File: config.mk
export PLATFORM = sky130hd
export DESIGN_NAME = mem_access_initiator
export DESIGN_NICKNAME = d
export VERILOG_FILES = /design/src/rtl/mem_access_initiator.sv
export SDC_FILE = /design/constraint.sdc
export NUM_CORES = 1
export LEC_CHECK = 0
export CORE_AREA = 5 5 152 154
export DETAILED_ROUTE_END_ITERATION = 6
export DIE_AREA = 0 0 157 159
export DONT_BUFFER_PORTS = 1
export HOLD_SLACK_MARGIN = 0.06
export PLACE_DENSITY = 0.61
export SLEW_MARGIN = 20
export SYNTH_ARGS = -nofsm -noshare
export SYNTH_HDL_FRONTEND = slang
export SYNTH_SLANG_ARGS = --single-unit
File: constraint.sdc
create_clock -name clk -period 14.7 [get_ports clk]
set_clock_uncertainty 0.15 [all_clocks]
set_input_delay 0.735 -clock clk [delete_from_list [all_inputs] [get_ports clk]]
set_output_delay 0.735 -clock clk [all_outputs]
set_load 0.02 [all_outputs]
File: src/rtl/mem_access_initiator.sv
// Data-memory initiator: takes CPU load/store requests over valid/ready, drives
// the word-addressed RAM, and returns a held response with alignment/range errors.
module mem_access_initiator #(
  parameter int DEPTH  = 32,
  parameter int RD_LAT = 1
) (
  input  logic        clk,
  input  logic        reset,
  input  logic        req_valid,
  output logic        req_ready,
  input  logic        req_write,
  input  logic [63:0] req_addr,
  input  logic [63:0] req_wdata,
  output logic        resp_valid,
  input  logic        resp_ready,
  output logic [63:0] resp_rdata,
  output logic        resp_err,
  output logic [63:0] mem_address,
  output logic        mem_read_en,
  output logic        mem_write_en,
  output logic [63:0] mem_data_in,
  input  logic [63:0] mem_out
);

  typedef enum logic [1:0] {IDLE, ISSUE, RESP} state_t;

  localparam logic [63:0] DEPTH_W  = 64'(DEPTH);
  localparam logic [3:0]  LAST_CNT = 4'(RD_LAT - 1);

  state_t      state_q, state_d;
  logic        req_ready_q, req_ready_d;
  logic        resp_valid_q, resp_valid_d;
  logic [63:0] resp_rdata_q, resp_rdata_d;
  logic        resp_err_q, resp_err_d;
  logic [63:0] mem_address_q, mem_address_d;
  logic        mem_read_en_q, mem_read_en_d;
  logic        mem_write_en_q, mem_write_en_d;
  logic [63:0] mem_data_in_q, mem_data_in_d;
  logic        write_q, write_d;
  logic [3:0]  cnt_q, cnt_d;

  logic [63:0] req_index;
  logic        req_bad;

  // Full-width range compare so huge byte addresses never alias into the RAM.
  assign req_index = {3'b000, req_addr[63:3]};
  assign req_bad   = (req_addr[2:0] != 3'b000) || (req_index >= DEPTH_W);

  always_comb begin
    state_d        = state_q;
    req_ready_d    = req_ready_q;
    resp_valid_d   = resp_valid_q;
    resp_rdata_d   = resp_rdata_q;
    resp_err_d     = resp_err_q;
    mem_address_d  = mem_address_q;
    mem_read_en_d  = mem_read_en_q;
    mem_write_en_d = mem_write_en_q;
    mem_data_in_d  = mem_data_in_q;
    write_d        = write_q;
    cnt_d          = cnt_q;

    case (state_q)
      IDLE: begin
        if (req_valid && req_ready_q) begin
          write_d     = req_write;
          req_ready_d = 1'b0;
          if (req_bad) begin
            state_d      = RESP;
            resp_valid_d = 1'b1;
            resp_err_d   = 1'b1;
            resp_rdata_d = 64'd0;
          end else begin
            state_d       = ISSUE;
            cnt_d         = 4'd0;
            mem_address_d = req_index;
            if (req_write) begin
              mem_write_en_d = 1'b1;
              mem_data_in_d  = req_wdata;
            end else begin
              mem_read_en_d = 1'b1;
            end
          end
        end
      end

      ISSUE: begin
        if (write_q) begin
          mem_write_en_d = 1'b0;
          state_d        = RESP;
          resp_valid_d   = 1'b1;
          resp_err_d     = 1'b0;
          resp_rdata_d   = 64'd0;
        end else begin
          cnt_d = cnt_q + 4'd1;
          // Read data is sampled on the edge closing the last read_en cycle.
          if (cnt_q == LAST_CNT) begin
            mem_read_en_d = 1'b0;
            state_d       = RESP;
            resp_valid_d  = 1'b1;
            resp_err_d    = 1'b0;
            resp_rdata_d  = mem_out;
          end
        end
      end

      RESP: begin
        if (resp_ready) begin
          state_d      = IDLE;
          resp_valid_d = 1'b0;
          req_ready_d  = 1'b1;
        end
      end

      default: begin
        state_d        = IDLE;
        req_ready_d    = 1'b1;
        resp_valid_d   = 1'b0;
        mem_read_en_d  = 1'b0;
        mem_write_en_d = 1'b0;
      end
    endcase
  end

  always_ff @(posedge clk or posedge reset) begin
    if (reset) begin
      state_q        <= IDLE;
      req_ready_q    <= 1'b1;
      resp_valid_q   <= 1'b0;
      resp_rdata_q   <= 64'd0;
      resp_err_q     <= 1'b0;
      mem_address_q  <= 64'd0;
      mem_read_en_q  <= 1'b0;
      mem_write_en_q <= 1'b0;
      mem_data_in_q  <= 64'd0;
      write_q        <= 1'b0;
      cnt_q          <= 4'd0;
    end else begin
      state_q        <= state_d;
      req_ready_q    <= req_ready_d;
      resp_valid_q   <= resp_valid_d;
      resp_rdata_q   <= resp_rdata_d;
      resp_err_q     <= resp_err_d;
      mem_address_q  <= mem_address_d;
      mem_read_en_q  <= mem_read_en_d;
      mem_write_en_q <= mem_write_en_d;
      mem_data_in_q  <= mem_data_in_d;
      write_q        <= write_d;
      cnt_q          <= cnt_d;
    end
  end

  assign req_ready    = req_ready_q;
  assign resp_valid   = resp_valid_q;
  assign resp_rdata   = resp_rdata_q;
  assign resp_err     = resp_err_q;
  assign mem_address  = mem_address_q;
  assign mem_read_en  = mem_read_en_q;
  assign mem_write_en = mem_write_en_q;
  assign mem_data_in  = mem_data_in_q;

endmodule
Word-level counts from Yosys, hierarchy flattened
Index checks and enable logic that the tools add are counted.
{"block": "totals", "register_bits": 201, "inputBits": 197, "output_inout_bits": 197, "word_cells": 81}
{"block": "classes", "addsub": 1, "magnitude_cmp": 1, "n_eq_ne": 12, "muxes": 37, "bitwise": 3, "n_reduce_logical": 16}
{"operator": "two-way mux 64 bit", "count": 4}
{"operator": "one-hot mux 64 bit (2 select lines)", "count": 1}
{"operator": ">= comparator 61 x 6 -> 1 bit (second input constant)", "count": 1}
{"operator": "!= test 2 bit (second input constant)", "count": 9}
{"operator": "two-way mux 1 bit", "count": 17}
{"operator": "AND reduction 4 bit", "count": 4}
{"operator": "two-way mux 4 bit", "count": 3}
{"operator": "one-hot mux 1 bit (3 select lines)", "count": 4}
{"operator": "two-way mux 2 bit", "count": 5}
{"operator": "AND reduction 3 bit", "count": 3}
{"operator": "one-hot mux 4 bit (2 select lines)", "count": 1}
{"operator": "one-hot mux 2 bit (3 select lines)", "count": 1}
{"operator": "AND reduction 6 bit", "count": 1}
{"operator": "AND reduction 5 bit", "count": 1}
{"operator": "adder 4 x 1 -> 4 bit (second input constant)", "count": 1}
{"operator": "zero test 4 bit", "count": 1}
{"operator": "!= test 3 bit (second input constant)", "count": 1}
{"operator": "inverter 1 bit", "count": 3}
{"operator": "nonzero test 3 bit", "count": 1}
{"operator": "equality test 2 x 1 -> 1 bit (second input constant)", "count": 1}
{"operator": "equality test 2 bit (second input constant)", "count": 1}
{"operator": "zero test 2 bit", "count": 1}
{"operator": "one-hot mux 1 bit (2 select lines)", "count": 1}
{"operator": "AND reduction 2 bit", "count": 1}
{"operator": "3 further kinds", "count": 3}

Longest topological paths before layout
Gate-level depths: netlist of run 1.
{"block": "logic_depth", "depth_word": 5, "depth_mapped": 8, "depth_no_buf": 6}

Least setup slack after synthesis of run 1
OpenSTA, ideal clock, no wires.
{"block": "synth_timing", "path_kind": "input -> register", "from": "input port req_addr[62]", "to": "register mem_data_in_q[53], in the netlist mem_data_in[53]", "setup_ns": 0.128, "arrival_time_ns": 2.368, "t_required_ns": 14.422, "slack_ns": 12.054, "cell_stages": 6, "path_buffers": 1, "cell_sequence": "nor4_1 > nand4_1 > nor4_4 > nand3_4 > buf_2 > mux2_1"}
{"block": "synth_between", "elab_chain_cells": 4}
{"element": "start: declaration", "line_no": "12", "source": "input logic [63:0] req_addr,"}
{"element": ">= comparator 61 x 6 -> 1 bit", "line_no": "47", "source": "assign req_bad = (req_addr[2:0] != 3'b000) || (req_index >= DEPTH_W);"}
{"element": "logical OR 1 bit", "line_no": "47"}
{"element": "inverter 1 bit (no line)"}
{"element": "AND reduction 4 bit (no line)"}
{"element": "end signal: assignment", "line_no": "146", "source": "mem_data_in_q <= mem_data_in_d;"}
{"element": "end: declaration", "line_no": "38", "source": "logic [63:0] mem_data_in_q, mem_data_in_d;"}
No other way between the ends.
A chain may end at the register's enable or synchronous reset.

Final worst setup path of run 1
{"block": "layout_timing", "from": "input port req_addr[48]", "to": "register mem_data_in_q[56], in the netlist mem_data_in[56]"}
Same word-level chain as after synthesis.

==> out/metrics.cfg, run 1 <==
[synthesis]
synthArstFlopShare = 1.00
synth_area_leaders = dfrtp_1 63%, mux2_2 9.0%, mux2i_1 8.3%
synth-seq-cells = 201
yosys.area.top_type = dfrtp_1
ys_seq_area_frac = 0.631
synth.top_cell.area_share = 0.628
synth_compound_area_frac = 0.0195
synth_edf_count = 0
synth.area.mux_share = 0.182
synth_ff_type = dfrtp_1
synth_cells = 631
yosys.area_share.xor_xnor = 0
synth_top_family_by_area = multiplexers
yosysUniqueCellTypes = 38
syn_area_per_cell_um2 = 12.6
synthSimpleGateAreaFrac = 0.108
syn-cell-area_mm2 = 0.00797
synth_warnings = 0
synthAdderAreaFrac = 0.00314

[global_route]
grt_pass1_wl_mm = 31.0
grt_usage = 0.156
grt_pass1_vias = 5102
grt_max_degree = 124
antenna_found_initial = 0
gr-total-overflow = 0

[critical_path]
cp_cell_sequence = nor4_1, nand4_1, nor4_4, nand3_4, mux2_1
max_stage_delay_ns = 0.77
setup.worst_path.start_class = input port
reg2reg_depth = 5
crit_path_end_kind = flip-flop
cp.arrival_ns = 3.54
worst-path-max-fanout = 64
worstSetupPathType = input port to flip-flop
required_ns = 14.91
crit_slowest_cell = nand3_4
reg2reg_slack_ns = 11.82

[power_and_ir_drop]
power.total_mw = 1.29
p_per_area_mw_per_mm2 = 143
vdd_drop_max_mv = 0.0869
p_leak_nw = 4.23

[timing]
finalHoldViolations = 0
rsz0062_at_grt = no
finalSetupViolCount = 0
slew_viol_final = 0
tightestPinTransition_ns = 1.14
fin_crit_sh = 0.226
period_needed_ns = 3.32
fin_setup_tns_ns = 0
finalHoldWorstSlack_ns = 0.0575
fmax_ghz = 0.301
slew_headroom = 0.242
worst_slack_ns = 11.38

[cells_and_area]
synthToLayoutAreaGrowth_pct = 13.0
nets = 829
fillers = 2008
final_util = 0.418
final_cell_mix = 200 x dfrtp_1, 71 x nand2_1, 69 x inv_1
drive_gt1_frac = 0.175
diodes = 0
final_common_cell = dfrtp_1

[min_path]
hold_path_class = input port to asynchronous set/reset pin

[run_status]
status = finished, final reports clean

[drt]
vias = 4608
via_per_inst = 4.98
wirelength_mm = 20.2
detail-route-antenna-nets = 0
wl_per_cell_um = 21.8
dr.pass1.iters = 4
dr.first_iter.drc_count = 299
drc = 0

[clock_network]
cts_htree_levels = 1
hold_buffers = 0
cts_tree = built
clk_latency_ns = 0.49
cts_buffers = 22
cts_root_buf = clkbuf_16
cts_resized = 0
cts_max_path_buffers = 3
clkSinkCount = 201
cts_setup_buffers = 0
clk_pin_slew_worst_paths_ns = 0.06

[placement]
place_ws_ns = 10.81
dpl.hpwl_mm = 14.9
io_buffers = 0
place_congestion = 0.871

[floorplan]
dieArea_mm2 = 0.0250
rows = 54
die_h_um = 159
initial_core_util = 0.370
core_mm2 = 0.0216
io_pins = 394
die_x_um = 157

[run]
drv_cap = 0

==> Yosys cell counts, types with 2 or more instances <==
| cell | n |
|---|---|
| buf_2 | 10 |
| clkbuf_1 | 13 |
| nand3_1 | 3 |
| ha_1 | 2 |
| nand2_1 | 71 |
| nor2_1 | 8 |
| a21o_1 | 3 |
| o21ai_0 | 6 |
| mux2_2 | 64 |
| buf_4 | 4 |
| buf_6 | 4 |
| mux2i_1 | 66 |
| nand3b_1 | 2 |
| and2_1 | 56 |
| inv_1 | 70 |
| nor4_1 | 15 |
| dfrtp_1 | 200 |
| nor3_1 | 4 |
| nand4_1 | 3 |
| a21oi_1 | 4 |
| mux2_1 | 6 |
==> kinds of logic after synthesis <==
group / Yosys count
adder cells (fa/ha/maj): 2
AO/OA/AOI/OAI: 23
flip-flops: 201
other: 1
multiplexers: 136
AND/OR/NAND/NOR: 166
buffers and inverters: 102
==> stage by stage <==
| stage | cell area, um^2 | cells |
|---|---|---|
| after floorplan | 7980 | 633 |
| after global placement | 8200 | 886 |
| after detailed placement | 8200 | 886 |
| after CTS | 9000 | 926 |
| after global routing | 9000 | 926 |
| final | 9000 | 926 |
==> power breakdown <==
group          internal [mW]  switching [mW]  leakage (nW)  total (mW)
logic                 0.0161          0.0273          1.12      0.0434
registers              0.585          0.0673          2.72       0.653
clock network          0.373           0.220         0.389       0.593
total                  0.975           0.314          4.23        1.29
==> worst max-delay path: cells and delay by family <==
family / cells / cell delay [ns]
AND/OR/NAND/NOR: 4 / 2.16
multiplexers: 1 / 0.60
==> final timing paths <==
path | end | startpoint
setup / recovery | mem_data_in[56] | req_addr[48]
hold / removal | mem_data_in[59] | reset
setup reg to reg | mem_data_in[56] | state_q[1]
hold reg to reg | cnt_q[1] | cnt_q[1]
max in group asynchronous | mem_data_in[19] | reset
min in group clk | mem_read_en | req_write
==> cell type report <==
type | instances | area (um^2) | area share
Inverter | 71 | 274 | 0.0304
Tap cell | 280 | 350 | 0.0389
Timing Repair Buffer | 4 | 30.0 | 0.00333
Clock inverter | 12 | 180 | 0.0200
Multi-Input combinational cell | 330 | 2510 | 0.279
Clock buffer | 28 | 624 | 0.0693
Sequential cell | 201 | 5030 | 0.559
==> flip-flops by register name, indices dropped and copies added (netlist names) <==
register,flops
write_q,1
req_ready,1
resp_rdata,64
cnt_q,4
state_q,2
mem_address,61
mem_write_en,1
resp_valid,1
mem_read_en,1
resp_err,1
mem_data_in,64
==> metal layers <==
metal | up-vias | global-route usage | share of wire
met4 | 0 | 0.0469 | 0.021
met3 | 32 | 0.0669 | 0.13
met2 | 268 | 0.264 | 0.51
li1 | 2049 | - | -
met1 | 2259 | 0.178 | 0.35
met5 | - | 0 | 0
No activity file was read; power rests on OpenSTA's default activity.
==> run 2, diff against run 1 <==
clock period = 3.2 ns   (was 14.7 ns; I/O delays follow)
==> out/metrics.cfg, run 2 (synthesized netlist as in run 1, its figures left out) <==
[run_status]
status = finished, final reports clean

[critical_path]
setup.worst_path.start_class = flip-flop
worstSetupPathType = flip-flop to flip-flop
worst-path-max-fanout = 64  ; unchanged
crit_path_end_kind = flip-flop
required_ns = 3.41  ; -11.50 ns
cp.arrival_ns = 2.81  ; -0.73 ns
reg2reg_slack_ns = 0.60  ; -11.22 ns

[timing]
slew_viol_final = 0  ; unchanged
slew_headroom = 0.459  ; +0.218
rsz0062_at_grt = no
finalHoldViolations = 0  ; unchanged
fmax_ghz = 0.385
tightestPinTransition_ns = 0.811  ; -0.326 ns
finalSetupViolCount = 0  ; unchanged
worst_slack_ns = 0.601  ; -10.77 ns
period_needed_ns = 2.60
fin_crit_sh = 0.812
finalHoldWorstSlack_ns = 0.0778  ; +0.0202 ns
fin_setup_tns_ns = 0  ; unchanged

[placement]
io_buffers = 0  ; unchanged
place_congestion = 0.857  ; -1.6%
place_ws_ns = 0.619  ; -10.20 ns
placed_area_mm2 = 0.00826  ; +0.78%
dpl.hpwl_mm = 14.6  ; -2.0%

[floorplan]
core_mm2 = 0.0216  ; unchanged
initial_core_util = 0.370  ; unchanged
io_pins = 394  ; unchanged
dieArea_mm2 = 0.0250  ; unchanged
die_h_um = 159  ; unchanged
die_x_um = 157  ; unchanged
rows = 54  ; unchanged

[clock_network]
clkSinkCount = 201  ; unchanged
cts_root_buf = clkbuf_16
cts_buffers = 21  ; -4.5%
cts_resized = 0  ; unchanged
cts_setup_buffers = 0  ; unchanged
clk_pin_slew_worst_paths_ns = 0.06  ; about the same
cts_htree_levels = 1  ; unchanged
cts_tree = built
clk_latency_ns = 0.48  ; about the same
cts_max_path_buffers = 3  ; unchanged

[drt]
wirelength_mm = 21.4  ; +6.3%
dr.pass1.iters = 4  ; unchanged
vias = 5171  ; +12%
detail-route-antenna-nets = 0  ; unchanged
dr.first_iter.drc_count = 301  ; +0.67%
via_per_inst = 4.86  ; -2.4%
wl_per_cell_um = 20.1  ; -7.6%
drc = 0  ; unchanged

[global_route]
grt_max_degree = 92  ; -26%
grt_pass1_wl_mm = 32.8  ; +5.8%
gr-total-overflow = 0  ; unchanged
met1_usage = 0.183  ; +0.00537
grt_usage = 0.163  ; +0.00692
grt_pass1_vias = 5868  ; +15%
gr-max-usage-layer = met2
met3_usage = 0.0631  ; -0.00381
use_met2 = 0.284  ; +0.0203
antenna_found_initial = 0  ; unchanged

[power_and_ir_drop]
vdd_drop_max_mv = 0.321  ; +270%
p_per_area_mw_per_mm2 = 571  ; +300%
power.total_mw = 5.94  ; +360%
p_leak_nw = 4.81  ; +14%

[cells_and_area]
final_cell_mix = 200 x dfrtp_1, 138 x dlygate4sd3_1, 71 x nand2_1
nets = 970  ; +17%
final_common_cell = dfrtp_1
drive_gt1_frac = 0.145  ; -0.0297
diodes = 0  ; unchanged
fillers = 1852  ; -7.8%
synthToLayoutAreaGrowth_pct = 30.4
design_area_mm2 = 0.0104  ; +15%

[run]
drv_cap = 0  ; unchanged

[min_path]
hold_path_class = input port to asynchronous set/reset pin

==> run 2: cell count changes in the layout (fill, tap and decap cells not counted), sizes merged <==
cell / delta
clkbuf: -1
dlygate4sd3: +138
buf: +4
clkinv: -1
inv: -2
clkinvlp: +1
==> run 2: layer usage <==
metal	up-vias	wire length, um
li1	2325	-
met1	2543	7730
met2	263	10700
met3	40	2450
met4	0	551
met5	-	0
==> run 2: worst max-delay path, stage by stage, from the launching register on <==
cell     delay [ns]
dfrtp_1        0.56
nor2_1         0.30
inv_1          0.14
nor2_1         0.39
nand3_4        0.10
buf_4          0.35
mux2_1         0.43
==> run 2: cell type report <==
cell class / count / area (um^2) / area share
Sequential cell: 201 / 5030 / 0.484
Multi-Input combinational cell: 330 / 2510 / 0.242
Timing Repair Buffer: 146 / 1480 / 0.142
Clock buffer: 27 / 588 / 0.0566
Tap cell: 280 / 350 / 0.0337
Inverter: 71 / 270 / 0.0260
Clock inverter: 10 / 159 / 0.0153
==> run 2: through the flow <==
step / instances / utilization
global placement: 890 / 0.383
finish: 1065 / 0.482
floorplan: 633 / -
global route: 1065 / 0.482
CTS: 1065 / 0.482
detailed placement: 890 / 0.383
==> run 2: what timing repair did <==
| action | in CTS | in global routing |
|---|---|---|
| hold endpoints to repair | 344 | 0 |
| setup endpoints to repair | 0 | 0 |
| hold buffers | 138 | 0 |
==> run 2: worst paths after layout <==
path / startpoint / end / cells after the start
max in group asynchronous: reset / mem_address[42] / 3
setup / recovery: state_q[1] / mem_data_in[53] / 6
hold / removal: reset / resp_rdata[21] / 2
setup reg to reg: state_q[1] / mem_data_in[53] / 6
min in group clk: req_valid / cnt_q[2] / 4
hold reg to reg: cnt_q[1] / cnt_q[1] / 1
==> run 2: where the power goes <==
part | switching [mW] | total (mW) | internal [mW]
registers | 0.312 | 3.00 | 2.69
logic | 0.163 | 0.352 | 0.189
clock network | 0.965 | 2.59 | 1.62
total | 1.44 | 5.94 | 4.50
==> run 3, diff against run 2 <==
ABC_AREA = 1   (was not set)
CORE_AREA = 5 5 148 150   (was 5 5 152 154)
DIE_AREA = 0 0 153 155   (was 0 0 157 159)
PLACE_DENSITY = 0.64   (was 0.61)
clock period = 2.4 ns   (was 3.2 ns; I/O delays follow)
==> out/metrics.cfg, run 3 <==
[global_route]
grt_usage = 0.200  ; +0.0370
grt_pass1_vias = 6992  ; +19%
gr-total-overflow = 0  ; unchanged
grt_max_degree = 70  ; -24%
antenna_found_initial = 0  ; unchanged
grt_pass1_wl_mm = 38.8  ; +18%

[power_and_ir_drop]
vdd_drop_max_mv = 0.659  ; +110%
combinationalPowerShare = 0.189  ; +0.130
power.switching_mw = 3.10  ; +120%
p_leak_nw = 5.59  ; +16%
p_sw_frac = 0.329  ; +0.0865
p_per_area_mw_per_mm2 = 863  ; +51%
seqPwrFrac = 0.469  ; -0.036
internal-power_mw = 6.32  ; +41%
power.total_mw = 9.42  ; +59%
p_clk_frac = 0.342  ; -0.093

[synthesis]
yosys.area.top_type = dfrtp_1
yosys.area_share.xor_xnor = 0.00219  ; +0.00219
synth_ff_type = dfrtp_1
synthAdderAreaFrac = 0.00313  ; -0.00000983
synthTopCellsByCount = 372 x nand2_1, 200 x dfrtp_1, 69 x nand3_1
synth.top_cell.area_share = 0.626  ; -0.00197
synth_warnings = 0  ; unchanged
synth_cells = 902  ; +43%
yosysUniqueCellTypes = 29  ; -24%
yosysMostFrequentCell = nand2_1
synth-seq-cells = 201  ; unchanged
synth_top_family_by_area = simple AND/OR/NAND/NOR gates
synth_edf_count = 0  ; unchanged
ys_seq_area_frac = 0.629  ; -0.00198
syn_area_per_cell_um2 = 8.86  ; -30%
synth.area.mux_share = 0  ; -0.182
synth_compound_area_frac = 0.0451  ; +0.0256
synth_area_leaders = dfrtp_1 63%, nand2_1 17%, nand3_1 4.3%
syn-cell-area_mm2 = 0.00799  ; +0.31%
synthSimpleGateAreaFrac = 0.254  ; +0.145
synthArstFlopShare = 1.00  ; unchanged

[timing]
slew_viol_final = 0  ; unchanged
finalSetupViolCount = 0  ; unchanged
slew_headroom = 0.359  ; -0.101
period_needed_ns = 2.29  ; -0.310 ns
fmax_ghz = 0.437  ; +14%
worst_slack_ns = 0.111  ; -0.490 ns
finalHoldWorstSlack_ns = 0.146  ; +0.0679 ns
finalHoldViolations = 0  ; unchanged
fin_crit_sh = 0.954  ; +0.142
tightestPinTransition_ns = 0.962  ; +0.151 ns

[floorplan]
initial_core_util = 0.389  ; +0.0191
rows = 53  ; -1.9%
io_pins = 394  ; unchanged
die_x_um = 153  ; -2.5%
core_mm2 = 0.0206  ; -4.6%
die_h_um = 155  ; -2.5%
dieArea_mm2 = 0.0237  ; -5.0%

[drt]
dr.first_iter.drc_count = 441  ; +47%
drc = 0  ; unchanged
dr.pass1.iters = 5  ; +1
wirelength_mm = 24.7  ; +15%
vias = 6796  ; +31%
detail-route-antenna-nets = 0  ; unchanged
via_per_inst = 4.98  ; +2.5%
wl_per_cell_um = 18.1  ; -10%

[run]
drv_cap = 0  ; unchanged

[clock_network]
cts_tree = built
cts_buffers = 22  ; +4.8%
cts_max_path_buffers = 3  ; unchanged
clk_pin_slew_worst_paths_ns = 0.06  ; about the same
clkSinkCount = 201  ; unchanged
cts_root_buf = clkbuf_16
clk_latency_ns = 0.49  ; about the same
cts_htree_levels = 1  ; unchanged

[cells_and_area]
design_area_mm2 = 0.0109  ; +5.1%
synthToLayoutAreaGrowth_pct = 36.6
diodes = 0  ; unchanged
final_cell_mix = 371 x nand2_1, 200 x dfrtp_1, 171 x dlygate4sd3_1
final_common_cell = nand2_1
nets = 1276  ; +32%
drive_gt1_frac = 0.0724  ; -0.0728

[placement]
io_buffers = 0  ; unchanged
dpl.hpwl_mm = 15.3  ; +4.2%
place_ws_ns = 0.304  ; -0.314 ns
placed_area_mm2 = 0.00827  ; about the same
place_congestion = 0.842  ; -1.8%

[run_status]
status = finished, final reports clean

[min_path]
hold_path_class = input port to asynchronous set/reset pin

[critical_path]
cp.arrival_ns = 2.57  ; -0.24 ns
worst-path-max-fanout = 4  ; -94%
required_ns = 2.68  ; -0.73 ns
reg2reg_slack_ns = 0.11  ; -0.49 ns
worstSetupPathType = flip-flop to flip-flop
crit_path_end_kind = flip-flop
setup.worst_path.start_class = flip-flop

==> run 3: worst paths after layout <==
kind | start | to | cells after the start
setup reg to reg | req_ready | write_q | 6
max in group asynchronous | reset | mem_address[38] | 3
setup / recovery | req_ready | write_q | 6
min in group clk | req_wdata[52] | mem_data_in[52] | 3
hold reg to reg | cnt_q[3] | cnt_q[3] | 2
hold / removal | reset | mem_data_in[23] | 3
==> run 3: layout make-up <==
| type | count | area, um^2 |
|---|---|---|
| clock inverters | 5 | 35.0 |
| inverters | 71 | 270 |
| repair buffers | 198 | 2070 |
| well taps | 275 | 344 |
| clock buffers | 33 | 663 |
| flip-flops and latches | 201 | 5030 |
| fillers | 1793 | 9640 |
| multi-input cells | 583 | 2500 |
==> run 3: cells by family (layout without fill, tap and decap cells) <==
logic type,after synthesis,in the layout
buffers and inverters,121,307
DFF,201,201
AOI/OAI and AO/OA,71,71
adders and majority gates,2,2
other,1,3
and+or+nand+nor,504,505
xor gates and xnor gates,2,2
==> run 3: power groups by stage <==
stage | combinational [mW] | sequential, mW | clock [mW]
floorplan | 1.13 | 4.33 | 0
global placement | 1.38 | 4.47 | 0
detailed placement | 1.40 | 4.47 | 0
CTS | 1.64 | 4.41 | 3.31
global route | 2.03 | 4.45 | 3.48
finish | 1.78 | 4.42 | 3.22
==> run 3: repair_timing <==
item                                    CTS  global route
buffers inserted                          0            10
gates resized for setup                   0            13
endpoints found under the setup margin    0            85
hold endpoints to repair                343             0
hold buffers                            172             0
==> run 3: metrics by stage <==
stage | util | instances | setup TNS [ns]
6_report | 0.531 | 1366 | 0
4_1_cts | 0.521 | 1353 | 0
5_1_grt | 0.531 | 1366 | -0.000433
3_5_place_dp | 0.402 | 1143 | 0
2_1_floorplan | - | 904 | -94.30
3_3_place_gp | 0.402 | 1143 | 0
==> run 3: metal layers <==
layer / vias up / global-route usage / routed length, um
li1: 3121 / - / -
met1: 3226 / 0.236 / 8940
met2: 383 / 0.348 / 12500
met3: 66 / 0.0584 / 2340
met4: 0 / 0.0725 / 877
met5: - / 0 / 0
==> run 3: critical path: stages, from the launching register on <==
cell and delay (ns):
dfstp_2 0.62, nand2_2 0.10, nor2_4 0.12, nand2_1 0.06
dlygate4sd3_1 0.55, o21ai_0 0.06, dlygate4sd3_1 0.56
